$ cat config.mk
export PLATFORM = sky130hd
export DESIGN_NAME = mac_operand_sequencer
export DESIGN_NICKNAME = d
export VERILOG_FILES = /design/src/rtl/mac_operand_sequencer.sv
export SDC_FILE = /design/constraint.sdc
export NUM_CORES = 1
export LEC_CHECK = 0
export ABC_AREA = 1
export CAP_MARGIN = 30
export CORE_MARGIN = 3
export CORE_UTILIZATION = 49
export DETAILED_ROUTE_END_ITERATION = 16
export PLACE_DENSITY = 0.75
export SLEW_MARGIN = 20
export SYNTH_ARGS = -nofsm -noshare
export SYNTH_HDL_FRONTEND = slang
export SYNTH_SLANG_ARGS = --single-unit
$ cat constraint.sdc
create_clock -name clk -period 1.85 [get_ports clk]
set_clock_uncertainty 0.15 [all_clocks]
set_input_delay 0.4625 -clock clk [delete_from_list [all_inputs] [get_ports clk]]
set_output_delay 0.4625 -clock clk [all_outputs]
set_load 0.02 [all_outputs]
$ cat src/rtl/mac_operand_sequencer.sv
// Operand sequencer for the MAC unit: buffers 2-bit operand pairs and feeds
// them to the MAC in fixed-length accumulation groups, capturing each result.
//
// state     | meaning
// ----------+-----------------------------------------------------------
// IDLE      | MAC held (run=0, reset=0); waiting for start
// WAIT_DATA | job active, waiting until a full group is buffered
// CLEAR     | one cycle of mac_reset to zero the accumulator
// RUN       | GROUP cycles, one operand pair popped per cycle
// DRAIN     | MAC_LATENCY idle cycles so mac_out settles
// CAPTURE   | sample mac_out, then next group or finish
module mac_operand_sequencer #(
  parameter int DEPTH       = 8,
  parameter int GROUP       = 4,
  parameter int MAC_LATENCY = 1
) (
  input  logic       clk,
  input  logic       reset,
  input  logic       wr_valid,
  input  logic [1:0] wr_a,
  input  logic [1:0] wr_b,
  output logic       wr_ready,
  input  logic       start,
  input  logic [3:0] num_groups,
  output logic       busy,
  output logic       done,
  output logic [1:0] mac_a,
  output logic [1:0] mac_b,
  output logic       mac_run,
  output logic       mac_reset,
  output logic [3:0] mac_zero_input,
  input  logic [7:0] mac_out,
  output logic [7:0] result,
  output logic       result_valid
);

  localparam int AW   = (DEPTH > 1) ? $clog2(DEPTH) : 1;
  localparam int CW   = $clog2(DEPTH + 1);
  localparam int TMAX = (GROUP > MAC_LATENCY) ? GROUP : MAC_LATENCY;
  localparam int TW   = (TMAX > 1) ? $clog2(TMAX) : 1;
  localparam logic [TW-1:0] RUN_LOAD   = TW'(GROUP - 1);
  localparam logic [TW-1:0] DRAIN_LOAD = TW'((MAC_LATENCY > 0) ? MAC_LATENCY - 1 : 0);

  typedef enum logic [2:0] {
    S_IDLE, S_WAIT_DATA, S_CLEAR, S_RUN, S_DRAIN, S_CAPTURE
  } state_t;

  state_t state, state_nxt;

  logic [3:0]    fifo_mem [DEPTH];
  logic [AW-1:0] wr_ptr, rd_ptr;
  logic [CW-1:0] count, count_nxt;
  logic          push, pop;
  logic [TW-1:0] tmr;
  logic [3:0]    remaining;

  assign push           = wr_valid && wr_ready;
  assign pop            = (state == S_RUN);
  assign mac_zero_input = 4'd0;

  always_comb begin
    count_nxt = count;
    if (push && !pop)
      count_nxt = count + CW'(1);
    else if (!push && pop)
      count_nxt = count - CW'(1);
  end

  always_ff @(posedge clk) begin
    if (push)
      fifo_mem[wr_ptr] <= {wr_a, wr_b};
  end

  always_ff @(posedge clk) begin
    if (!reset) begin
      wr_ptr   <= '0;
      rd_ptr   <= '0;
      count    <= '0;
      wr_ready <= 1'b1;
    end else begin
      if (push)
        wr_ptr <= wr_ptr + AW'(1);
      if (pop)
        rd_ptr <= rd_ptr + AW'(1);
      count    <= count_nxt;
      wr_ready <= (count_nxt < CW'(DEPTH));
    end
  end

  always_ff @(posedge clk) begin
    if (!reset)
      state <= S_IDLE;
    else
      state <= state_nxt;
  end

  always_comb begin
    state_nxt = state;
    case (state)
      S_IDLE:      if (start && num_groups != 4'd0) state_nxt = S_WAIT_DATA;
      S_WAIT_DATA: if (count >= CW'(GROUP)) state_nxt = S_CLEAR;
      S_CLEAR:     state_nxt = S_RUN;
      S_RUN:       if (tmr == '0) state_nxt = (MAC_LATENCY == 0) ? S_CAPTURE : S_DRAIN;
      S_DRAIN:     if (tmr == '0) state_nxt = S_CAPTURE;
      S_CAPTURE:   state_nxt = (remaining == 4'd1) ? S_IDLE : S_WAIT_DATA;
      default:     state_nxt = S_IDLE;
    endcase
  end

  // MAC-facing outputs trail the state by one cycle so every port is a flop.
  always_ff @(posedge clk) begin
    if (!reset) begin
      busy         <= 1'b0;
      done         <= 1'b0;
      result       <= 8'd0;
      result_valid <= 1'b0;
      mac_a        <= 2'd0;
      mac_b        <= 2'd0;
      mac_run      <= 1'b0;
      mac_reset    <= 1'b1;
      remaining    <= 4'd0;
      tmr          <= '0;
    end else begin
      done         <= 1'b0;
      result_valid <= 1'b0;
      mac_run      <= (state == S_RUN);
      mac_reset    <= (state == S_CLEAR);
      if (pop)
        {mac_a, mac_b} <= fifo_mem[rd_ptr];
      case (state)
        S_IDLE: begin
          if (start) begin
            if (num_groups != 4'd0) begin
              remaining <= num_groups;
              busy      <= 1'b1;
            end else begin
              done <= 1'b1;
            end
          end
        end
        S_CLEAR: tmr <= RUN_LOAD;
        S_RUN:   tmr <= (tmr == '0) ? DRAIN_LOAD : tmr - TW'(1);
        S_DRAIN: if (tmr != '0) tmr <= tmr - TW'(1);
        S_CAPTURE: begin
          result       <= mac_out;
          result_valid <= 1'b1;
          remaining    <= remaining - 4'd1;
          if (remaining == 4'd1) begin
            done <= 1'b1;
            busy <= 1'b0;
          end
        end
        default: ;
      endcase
    end
  end

endmodule

* Word level (Yosys, flattened, before mapping)
Memory sizes are Yosys's and may differ from the RTL's. A register that Yosys moved wholly into a read port is not among the register bits.
Cells that the tools add are included.
** Storage, ports and cells
- Register bits after elaboration :: 33
- RAM bits :: 32
- Input port bits :: 20
- Output and inout port bits :: 22
- Logic and storage cells :: 78
- Memories kept :: 1
** Memory list
- fifo_mem :: depth 8, width 4, read ports 1, clocked after memory_dff 1, write ports 1, RTL line 50 : logic [3:0] fifo_mem [DEPTH];
** Operators by class
- $add $sub $neg :: 6
- $lt $le $gt $ge :: 2
- Equal/unequal tests :: 14
- Mux-type cells :: 25
- Reduce and logical (&&, ||, !) cells :: 17
** Operator list (count)
- 3-bit case mux with 6 select lines :: 1
- 4-bit 2-to-1 mux :: 4
- 2-bit != test, second input constant :: 7
- 3-bit 2-to-1 mux :: 4
- 1-bit 2-to-1 mux :: 10
- 4-bit case mux with 2 select lines :: 1
- 4-bit AND reduction :: 2
- 4-bit by 1-bit subtractor with 4-bit output, second input constant :: 2
- 3-bit by 1-bit adder with 3-bit output, second input constant :: 2
- 3-bit by 2-bit == test with 1-bit output, second input constant :: 2
- 3-bit == test, second input constant :: 2
- 2-bit case mux with 3 select lines :: 1
- 4-bit by 1-bit adder with 4-bit output, second input constant :: 1
- 4-bit by 1-bit == test with 1-bit output, second input constant :: 1
- 4-bit by 3-bit >= comparator with 1-bit output, second input constant :: 1
- 1-bit logical AND :: 4
- 4-bit less-than comparator, second input constant :: 1
- 2-bit 2-to-1 mux :: 2
- 1-bit case mux with 2 select lines :: 2
- 2-bit nonzero test :: 2
- 4-bit nonzero test :: 1
- 3-bit by 1-bit == test with 1-bit output, second input constant :: 1
- 1-bit zero test :: 3
- 3-bit zero test :: 1
- other kinds (6) :: 6

* Depth between registers and ports, before layout
Gate-level depths: netlist (run 1).
- Depth after elaboration :: 6
- Gate-level depth with buffers :: 12
- Depth with buffers taken out :: 11

* Worst setup path after synthesis (run 1)
No wires, ideal clock.
- Kind :: flip-flop to flip-flop
- From :: reg state[2]
- To :: reg wr_ready
- Setup time :: 0.114 ns
- Data arrival time :: 1.493 ns
- Required time :: 1.586 ns
- Setup slack :: 0.094 ns
- Cell stages (with the launch flop) :: 13
- Buffers on the path :: 1
- Period minus slack after synthesis :: 1.756 ns
- Path through :: dfxtp_1 inv_2 nand3_2 buf_2 ha_1 inv_1 nand2_1 o21ai_0 inv_1 nand2_1 nand2_1 nor2_1 inv_1
** Between the ends
- Word-level cells in the longest chain between the ends :: 5
- Elaborated cells on any way between the ends :: 7
- Those cells by class :: order compare (1); eq/ne (1); mux (2); reduce/logical (3)
** RTL lines
- start: declaration :: RTL line 48 : state_t state, state_nxt;
- start signal: assignment :: RTL line 94 : state <= state_nxt;
- 3-bit by 2-bit == test with 1-bit output (*) :: RTL line 58 : assign pop = (state == S_RUN);
- 1-bit logical AND / 1-bit zero test (equally long branches) :: RTL line 65, 63
- 4-bit 2-to-1 mux / 1-bit logical AND (equally long branches) :: RTL line 65, 63
- 4-bit 2-to-1 mux (*) :: RTL line 63 : if (push && !pop)
- 4-bit less-than comparator (*) :: RTL line 86 : wr_ready <= (count_nxt < CW'(DEPTH));
- end signal: assignment :: RTL line 86
- end: declaration :: RTL line 22 : output logic wr_ready,
Mark *: on every way between the ends. The rest lies on a longest branch, timed or not.
A chain may end at the register's enable or synchronous reset.

* Final worst setup path (run 1)
- From :: in wr_valid
- To :: mem fifo_mem[3][3] (enable)
** Between the ends
- Word-level cells in the longest chain between the ends :: 3
** RTL lines
- start: declaration :: RTL line 19 : input logic wr_valid,
- 1-bit logical AND :: RTL line 57 : assign push = wr_valid && wr_ready;
- 1-bit 2-to-1 mux :: RTL line 70 : if (push)
- 1-bit 2-to-1 mux (implied by the code) :: RTL line 71 : fifo_mem[wr_ptr] <= {wr_a, wr_b};
- end: declaration :: RTL line 50
No other way between the ends.

==> results of run 1 <==
-- worst min-delay path, stage by stage (launching register included) --
cell	delay, ns
dfxtp_1	0.31
inv_1	0.04
a21oi_1	0.06
-- flip-flops by register name, indices dropped and copies added (netlist names), 2 cells and up --
| signal | count |
|---|---|
| state | 3 |
| result | 8 |
| count | 4 |
| mac_a | 2 |
| mac_b | 2 |
| rd_ptr | 3 |
| fifo_mem | 32 |
| tmr | 2 |
| wr_ptr | 3 |
| remaining | 4 |
-- power groups by stage --
stage          Combinational (mW)  Clock (mW)  Sequential (mW)
2_1_floorplan               0.883           0             1.92
3_3_place_gp                 1.22           0             1.90
3_5_place_dp                 1.25           0             1.91
4_1_cts                      1.24        1.16             1.88
5_1_grt                      1.43        1.23             1.90
6_report                     1.25        1.15             1.88
-- per-layer routing --
layer  part of all wire [%]  GRT usage [%]  up-vias  routed length, um
met5                      0              0        -                  0
met4                    1.9           7.51        0                125
met3                    4.2           4.66       12                271
met2                     47           29.5       54               3040
met1                     47           24.1     1148               3060
li1                       -              -     1317                  -
-- cells in the mapped netlist (all sizes together) --
cell    count  area, um2
nand2     102        413
inv        52        195
dfxtp      37        741
nor2       34        133
a21oi      33        169
nand3      33        175
edfxtp     32        961
o21ai      19       95.1
buf        13       86.3
ha         11        138
clkinv      4       16.3
nand4       3       18.8
xnor2       2       17.5
clkbuf      1       3.75
conb        1       3.75
nor3        1       5.00
o211ai      1       7.51
o21a        1       7.51
-- worst max path at each step --
stage / start / endpoint / slack, ns
floorplan: state[2]$_SDFFE_PN0P_ / wr_ready$_SDFF_PN1_ / 0.09
global placement: wr_valid / wr_ready$_SDFF_PN1_ / -0.24
detailed placement: wr_valid / wr_ready$_SDFF_PN1_ / -0.27
CTS: wr_valid / wr_ready$_SDFF_PN1_ / 0.09
global route: wr_valid / wr_ready$_SDFF_PN1_ / 0.02
finish: wr_valid / fifo_mem[3][3]$_DFFE_PP_ / 0.14
-- metrics by stage --
stage               power [mW]  area [um2]
floorplan                 2.81        3200
global placement          3.12        3690
detailed placement        3.16        3690
CTS                       4.27        3850
global route              4.55        3860
finish                    4.27        3860
-- area by class of cell --
type | instances | area [um2] | area share, %
flip-flops and latches | 69 | 1700 | 44.0
multi-input cells | 244 | 1200 | 31.1
repair buffers | 53 | 468 | 12.1
inverters | 56 | 215 | 5.57
clock buffers | 15 | 178 | 4.60
well taps | 75 | 93.8 | 2.43
clock inverters | 1 | 5.00 | 0.129
-- timing repair --
item / in CTS / in global routing
resized for setup: 18 / 6
pin swaps: 0 / 1
setup endpoints to repair: 18 / 4
-- kinds of logic after synthesis --
logic type,after synthesis,synth area share [%]
simple gates,173,23.4
buf+inv,70,9.47
flops,69,53.4
compound gates,54,8.76
fa+ha+maj,11,4.32
xor+xnor,2,0.550
other cells,1,0.118
==> key figures, run 1 <==
Status
  • Status: completed

Place
  • Placed Cells incl. Taps: 497
  • Gp weighted congestion: 0.883
  • Port Buf Inserts: 37
  • Placement Setup Slack: -0.270 ns
  • Dpl hpwl: 4.73 mm

Floorplan
  • Die width: 86.6 um
  • Num ports: 42
  • Die Y: 86.6 um
  • Die footprint: 7500 um2
  • Core ar.: 6100 um2
  • Initial Util: 52.3%
  • Rows: 28

Layout
  • Share of layout cells above drive strength 1: 11.0%
  • Most frequent cells in the layout: 96 x nand2_1, 47 x inv_1, 37 x dfxtp_1
  • Number of diodes: 0
  • Non-filler instance count after layout: 513
  • Most common cell after layout, fill and taps aside: nand2_1
  • Filler cells: 525
  • Area Overhead vs Synth: 21.3%
  • Final #Nets: 464
  • Final design utilization: 63.4%

Pwr
  • Sw Pwr: 1.43 mW
  • Static leakage: 1.73 nW
  • Clock share of power: 26.8%
  • Max IR drop VDD: 0.000567 V
  • Logic pwr share: 29.2%
  • Cell-internal power: 2.84 mW
  • Reg power frac: 44.0%
  • Cell area power density: 1100 nW/um2
  • Switching share of power: 33.5%

Routing
  • Final WL: 6.50 mm
  • Drt drc: 0
  • Routed vias/inst: 4.93
  • Vias: 2531
  • Routed length per placed instance: 12.7 um
  • Post-DRT Antenna Nets: 0
  • Pre-antenna DRT Iters: 4
  • Iteration-0 DRC Markers: 142

STA
  • Final setup fails: 0
  • Final Critical Period: 1.71 ns
  • Post-route setup slack: 0.139 ns
  • Fin. Hold Viols: 0
  • Period utilization: 92.5%
  • Hold Worst Slack: 0.300 ns
  • Achievable Freq: 0.584 GHz
  • Slew Viols, Final: 0
  • RSZ-0062 raised after global routing: false
  • Setup tns final: 0 ns

Critical path
  • Crit path DAT: 1.57 ns
  • Critical path class: primary input to register
  • Crit path max-delay cell type: clkdlybuf4s50_1
  • Required @ worst endpoint: 1.71 ns
  • Worst Setup Start Kind: primary input
  • Worst-path maximum fanout: 5
  • RR Startpoint: tmr[0]$_SDFFE_PN0P_
  • R2R setup slack: 0.26 ns
  • Slowest stage delay, CP: 0.45 ns
  • R2R depth: 7
  • WP buf/inv: 3
  • Critical-path cell list: clkdlybuf4s50_1 > nand2_1 > buf_4 > nor2_1 > inv_1 > nor2_1
  • Worst path most repeated cell: nor2_1
  • CP Capture Type: register
  • R2R Path End: tmr[1]$_SDFFE_PN0P_
  • Cell family with most CP delay: buffers and inverters
  • Cell depth of the worst setup path: 6

Min path
  • Hold path depth: 2
  • Worst hold path class: register to register
  • Hold endpoint: busy$_SDFFE_PN0P_
  • Hold_sp: busy$_SDFFE_PN0P_

CTS
  • H-tree Lvls: 3
  • CTS tree: built
  • Clk sinks: 69
  • Clk buf depth: 2
  • Root Buffer Master: clkbuf_8
  • TritonCTS Buffers: 9
  • Clock latency on the worst-skew pair: 0.34 ns
  • Setup bufs post-CTS: 0
  • Reg clk slew, reported paths: 0.07 ns
  • CTS Hold Bufs: 0

Synth
  • Synthesized instance count: 380
  • Yosys cell types: 28
  • Seq/Total Area, Yosys: 53.4%
  • Flops & latches, synth: 69
  • Ys Warns: 0
  • Avg Cell Area, Syn: 8.38 um2
  • Synthesized area: 3190 um2

Global route
  • Global-route wire length before repair: 10.7 mm
  • GRT Util Overall: 18.5%
  • Initial antenna violation count: 0
  • Total gr overflow: 0
  • Vias in the first global route: 2389
  • Largest net degree at the start of global routing: 19

Job
  • Max Cap Violations: 0
Note: power is estimated with default switching activity, not from simulation.
==> run 2: changes to the inputs <==
--- a/config.mk
+++ b/config.mk
@@ -6,10 +6,11 @@
 export NUM_CORES = 1
 export LEC_CHECK = 0
 export ABC_AREA = 1
-export CAP_MARGIN = 30
+export CAP_MARGIN = 10
 export CORE_MARGIN = 3
 export CORE_UTILIZATION = 49
 export DETAILED_ROUTE_END_ITERATION = 16
+export MAX_ROUTING_LAYER = met4
 export PLACE_DENSITY = 0.75
 export SLEW_MARGIN = 20
 export SYNTH_ARGS = -nofsm -noshare
==> run 2 against run 1 <==
  * Global-route usage up 0.41 points
  * Worst hold slack improved by 0.0010 ns
  * Final cell count decreased by 0.19%
  * Maximum frequency decreased by 0.77%
  * Cell area fell by 0.19%
  * Clock power down 6%
  * Non-clock buffer count fell by 1
  * Sequential share of layout area increased by 0.086 points
  * Worst setup slack worse by 0.013 ns
  * Total power decreased by 1.7%
  * Sequential cell count is the same
  * Critical path depth unchanged
  * Critical path type unchanged
  * Largest power group unchanged
  * Highest routed layer unchanged
==> key figures, run 2 (synthesized netlist as in run 1, its figures left out) <==
CTS
  • CTS tree: built
  • H-tree Lvls: 3 (unchanged)
  • TritonCTS Buffers: 9 (unchanged)
  • Root Buffer Master: clkbuf_8
  • Clk buf depth: 2 (unchanged)
  • Reg clk slew, reported paths: 0.07 ns (about the same)
  • Clk sinks: 69 (unchanged)
  • CTS Hold Bufs: 0 (unchanged)
  • Clock latency on the worst-skew pair: 0.34 ns (about the same)
  • Setup bufs post-CTS: 0 (unchanged)

Critical path
  • Critical path class: primary input to register
  • Crit path to: fifo_mem[0][2]$_DFFE_PP_
  • RR Startpoint: state[1]$_SDFFE_PN0P_
  • Worst Setup Start Kind: primary input
  • CP startpoint: wr_valid
  • Required @ worst endpoint: 1.71 ns (about the same)
  • R2R Path End: remaining[3]$_SDFFE_PN0P_
  • CP Capture Type: register
  • R2R setup slack: 0.21 ns (-0.05 ns)
  • Crit path DAT: 1.58 ns (about the same)
  • Worst-path maximum fanout: 5 (unchanged)
  • R2R depth: 8 (+1)

Routing
  • Drt drc: 0 (unchanged)
  • Routed vias/inst: 4.93 (-0.16%)
  • Final WL: 6.30 mm (-3.1%)
  • Post-DRT Antenna Nets: 0 (unchanged)
  • Iteration-0 DRC Markers: 148 (+4.2%)
  • Routed length per placed instance: 12.3 um (-2.9%)
  • Vias: 2522 (-0.36%)
  • Pre-antenna DRT Iters: 4 (unchanged)

Status
  • Status: completed

STA
  • Slew Viols, Final: 0 (unchanged)
  • Achievable Freq: 0.580 GHz (-0.77%)
  • Period utilization: 93.2% (+0.71 points)
  • RSZ-0062 raised after global routing: true
  • Fin. Hold Viols: 0 (unchanged)
  • Hold Worst Slack: 0.301 ns (+0.00102 ns)
  • Post-route setup slack: 0.125 ns (-0.0132 ns)
  • Final Critical Period: 1.72 ns (+0.0132 ns)
  • Final setup fails: 0 (unchanged)

Layout
  • Top Registers: fifo_mem: 32 flops, result: 8 flops
  • Final #Nets: 463 (-0.22%)
  • Biggest register: fifo_mem
  • Share of layout cells above drive strength 1: 11.9% (+0.94 points)
  • Max FFs per register: 32 (unchanged)
  • Area Overhead vs Synth: 21.1%
  • Design area: 3860 um2 (-0.19%)
  • Final design utilization: 63.3% (-0.12 points)
  • Most common cell after layout, fill and taps aside: nand2_1
  • Number of diodes: 0 (unchanged)
  • Most frequent cells in the layout: 95 x nand2_1, 45 x inv_1, 37 x dfxtp_1

Global route
  • Vias in the first global route: 2422 (+1.4%)
  • Largest net degree at the start of global routing: 19 (unchanged)
  • Initial antenna violation count: 0 (unchanged)
  • Total gr overflow: 0 (unchanged)
  • Global-route wire length before repair: 10.7 mm (-0.20%)
  • GRT Util Overall: 18.9% (+0.41 points)

Pwr
  • Post-layout power: 4.20 mW (-1.7%)
  • Max IR drop VDD: 0.000553 V (-2.5%)
  • Static leakage: 1.72 nW (-0.97%)
  • Cell area power density: 1090 nW/um2 (-1.5%)

Job
  • Max Cap Violations: 0 (unchanged)

Floorplan
  • Die Y: 86.6 um (unchanged)
  • Initial Util: 52.3% (unchanged)
  • Num ports: 42 (unchanged)
  • Die width: 86.6 um (unchanged)
  • Die footprint: 7500 um2 (unchanged)
  • Rows: 28 (unchanged)
  • Core ar.: 6100 um2 (unchanged)

Min path
  • Hold path depth: 2 (unchanged)
  • Worst hold path class: register to register

Place
  • Gp weighted congestion: 0.867 (-1.8%)
  • Dpl hpwl: 4.68 mm (-1.1%)
  • Port Buf Inserts: 37 (unchanged)
  • Placement Setup Slack: -0.325 ns (-0.0545 ns)
  • Placed Area: 3680 um2 (-0.20%)
-- run 2: changes by cell type in the layout (fill, tap and decap cells not counted), sizes merged --
| cell | previous run | this run |
|---|---|---|
| clkinv | 4 | 6 |
| buf | 16 | 15 |
| clkinvlp | 1 | 0 |
| clkbuf | 15 | 14 |
-- run 2: worst max-delay path: stages --
cell and delay, ns:
clkdlybuf4s50_1 0.45, nand2_1 0.07, inv_2 0.06, buf_4 0.10, nand2_1 0.12, nor2_1 0.31
-- run 2: where the power goes --
part	internal [mW]	switching (mW)
Sequential	1.76	0.122
Clock	0.557	0.521
Combinational	0.480	0.760
Total	2.80	1.40
-- run 2: through the flow --
stage | instances | TNS [ns]
after CTS | 512 | 0
after floorplan | 383 | 0
after detailed placement | 496 | -6.98
after global placement | 496 | -6.35
after global routing | 512 | -0.00323
final | 512 | 0
-- run 2: worst min path at each step --
stage | from | endpoint | slack [ns]
after floorplan | remaining[1]$_SDFFE_PN0P_ | remaining[1]$_SDFFE_PN0P_ | 0.30
after global placement | busy$_SDFFE_PN0P_ | busy$_SDFFE_PN0P_ | 0.29
after detailed placement | busy$_SDFFE_PN0P_ | busy$_SDFFE_PN0P_ | 0.30
after CTS | busy$_SDFFE_PN0P_ | busy$_SDFFE_PN0P_ | 0.31
after global routing | busy$_SDFFE_PN0P_ | busy$_SDFFE_PN0P_ | 0.33
final | busy$_SDFFE_PN0P_ | busy$_SDFFE_PN0P_ | 0.30
-- run 2: final cells by class --
cell class / count / area (um2)
tap: 75 / 93.8
inverter: 56 / 211
sequential: 69 / 1700
fill: 525 / 2240
clock buffer: 14 / 163
clock inverter: 2 / 10.0
multi-input combinational: 244 / 1220
timing repair buffer: 52 / 460
-- run 2: routing by layer --
layer  track usage (%)  wire length (um)  vias to the layer above
met3              4.66               327                       11
met2              30.0              3090                       61
met1              22.9              2800                     1133
li1                  -                 -                     1317
met5                 -                 0                        -
met4              8.22                76                        0
-- run 2: timing repair --
item | in CTS | in global routing
pin swaps | 0 | 2
resized for setup | 18 | 9
setup endpoints to repair | 18 | 5
==> run 3: changes to the inputs <==
--- a/config.mk
+++ b/config.mk
@@ -7,7 +7,6 @@
 export LEC_CHECK = 0
 export ABC_AREA = 1
 export CAP_MARGIN = 10
-export CORE_MARGIN = 3
 export CORE_UTILIZATION = 49
 export DETAILED_ROUTE_END_ITERATION = 16
 export MAX_ROUTING_LAYER = met4
==> run 3 against run 2 <==
  * Sequential power about the same
  * Clock power increased by 8%
  * Routed wire length increased by 2.0%
  * Worst hold slack improved by 0.0019 ns
  * Sequential cell count unchanged
  * Die area decreased by 9.0%
  * Critical path depth unchanged
  * Cell area increased by 0.71%
  * Sequential share of layout area decreased by 0.31 points
  * Largest power group unchanged
==> key figures, run 3 (synthesized netlist as in run 1, its figures left out) <==
Critical path
  • Worst path most repeated cell: nand2_1
  • Worst-path maximum fanout: 5 (unchanged)
  • Crit path DAT: 1.61 ns (+0.03 ns)
  • Critical-path cell list: clkdlybuf4s50_1 > nand2_1 > inv_1 > buf_4 > nand2_1 > nor2_1
  • Crit path max-delay cell type: clkdlybuf4s50_1
  • Cell family with most CP delay: buffers and inverters
  • Required @ worst endpoint: 1.71 ns (about the same)
  • CP Capture Type: register
  • Slowest stage delay, CP: 0.45 ns (about the same)
  • Worst Setup Start Kind: primary input
  • Critical path class: primary input to register
  • WP buf/inv: 3 (unchanged)

Routing
  • Routed length per placed instance: 12.5 um (+1.6%)
  • Vias: 2537 (+0.59%)
  • Final WL: 6.42 mm (+2.0%)
  • Iteration-0 DRC Markers: 155 (+4.7%)
  • Drt drc: 0 (unchanged)
  • Post-DRT Antenna Nets: 0 (unchanged)
  • Routed vias/inst: 4.94 (+0.20%)
  • Pre-antenna DRT Iters: 4 (unchanged)

Layout
  • Design area: 3880 um2 (+0.71%)
  • Top Registers: fifo_mem: 32 flops, result: 8 flops
  • Most common cell after layout, fill and taps aside: nand2_1
  • Biggest register: fifo_mem
  • Most frequent cells in the layout: 96 x nand2_1, 47 x inv_1, 37 x dfxtp_1
  • Area Overhead vs Synth: 22.0%
  • Number of diodes: 0 (unchanged)
  • Final #Nets: 463 (unchanged)
  • Filler cells: 585 (+11%)
  • Max FFs per register: 32 (unchanged)
  • Share of layout cells above drive strength 1: 11.2% (-0.69 points)

STA
  • Final Critical Period: 1.75 ns (+0.0248 ns)
  • Period utilization: 94.6% (+1.3 points)
  • Achievable Freq: 0.572 GHz (-1.4%)
  • Fin. Hold Viols: 0 (unchanged)
  • Final setup fails: 0 (unchanged)
  • Slew Viols, Final: 0 (unchanged)
  • RSZ-0062 raised after global routing: true

Pwr
  • Static leakage: 1.74 nW (+1.4%)
  • Cell area power density: 1110 nW/um2 (+1.8%)
  • Max IR drop VDD: 0.000705 V (+28%)
  • Post-layout power: 4.30 mW (+2.5%)

Global route
  • Largest net degree at the start of global routing: 19 (unchanged)
  • GRT Util Overall: 21.5% (+2.6 points)
  • Vias in the first global route: 2307 (-4.7%)
  • Initial antenna violation count: 0 (unchanged)
  • Global-route wire length before repair: 10.3 mm (-3.5%)
  • Total gr overflow: 0 (unchanged)

CTS
  • Setup bufs post-CTS: 0 (unchanged)
  • Reg clk slew, reported paths: 0.06 ns (about the same)
  • CTS Hold Bufs: 0 (unchanged)
  • Clock latency on the worst-skew pair: 0.35 ns (about the same)
  • Clk sinks: 69 (unchanged)
  • Clk buf depth: 2 (unchanged)
  • H-tree Lvls: 3 (unchanged)
  • CTS tree: built
  • Root Buffer Master: clkbuf_8
  • TritonCTS Buffers: 9 (unchanged)

Floorplan
  • Initial Util: 50.5% (-1.8 points)
  • Die width: 82.6 um (-4.6%)
  • Die Y: 82.6 um (-4.6%)
  • Num ports: 42 (unchanged)
  • Die footprint: 6830 um2 (-9.0%)
  • Core ar.: 6310 um2 (+3.6%)
  • Rows: 29 (+3.6%)

Place
  • Gp weighted congestion: 0.855 (-1.4%)
  • Placed Area: 3700 um2 (+0.41%)
  • Port Buf Inserts: 37 (unchanged)
  • Dpl hpwl: 4.58 mm (-2.2%)

Status
  • Status: completed

Min path
  • Worst hold path class: register to register

Job
  • Max Cap Violations: 0 (unchanged)
-- run 3: metal layers --
layer / GRT usage [%] / vias to the layer above / share of wire [%]
li1: - / 1311 / -
met1: 25.9 / 1164 / 46
met2: 34.1 / 48 / 48
met3: 4.95 / 14 / 3.5
met4: 10.5 / 0 / 2.2
met5: - / - / 0
-- run 3: layout make-up --
type	count	area [um2]	area share [%]
sequential	69	1700	43.8
multi-input combinational	244	1210	31.0
timing repair buffer	52	473	12.2
inverter	56	215	5.54
clock buffer	15	188	4.83
tap	77	96.3	2.48
clock inverter	1	5.00	0.129
-- run 3: final timing paths --
kind | to | cells past startpoint | slack (ns) | startpoint
worst max-delay path | fifo_mem[4][0]$_DFFE_PP_ | 6 | 0.10 | wr_valid
worst min-delay path | busy$_SDFFE_PN0P_ | 2 | 0.30 | busy$_SDFFE_PN0P_
worst max register to register | wr_ready$_SDFF_PN1_ | 11 | 0.25 | state[2]$_SDFFE_PN0P_
worst min register to register | busy$_SDFFE_PN0P_ | 2 | 0.30 | busy$_SDFFE_PN0P_
-- run 3: stage by stage --
step | instances | hold slack (ns) | setup TNS (ns) | setup WS (ns) | util [%]
2_1_floorplan | 383 | 0.303 | 0 | 0.0936 | -
5_1_grt | 514 | 0.324 | -0.0391 | -0.00882 | 61.5
4_1_cts | 514 | 0.305 | 0 | 0.0610 | 61.3
3_3_place_gp | 498 | 0.298 | -6.10 | -0.240 | 58.6
3_5_place_dp | 498 | 0.297 | -7.82 | -0.276 | 58.6
6_report | 514 | 0.303 | 0 | 0.101 | 61.5
-- run 3: power by group --
| group | internal, mW | switching (mW) | total, mW |
|---|---|---|---|
| Sequential | 1.76 | 0.111 | 1.87 |
| Combinational | 0.480 | 0.784 | 1.26 |
| Clock | 0.642 | 0.530 | 1.17 |
-- run 3: worst register-to-register path: stages (launching register included) --
cell and delay [ns]:
dfxtp_1 0.32, inv_2 0.10, nand3_2 0.11, ha_2 0.22
inv_1 0.08, nand2_1 0.06, o21ai_0 0.16, inv_1 0.07
nand2_1 0.06, nand2_1 0.06, nor2_2 0.09, inv_1 0.04
-- run 3: repair_timing --
item / 4_1_cts / 5_1_grt
hold endpoints to repair: 0 / 0
gates resized for setup: 18 / 6
endpoints found under the setup margin: 18 / 8
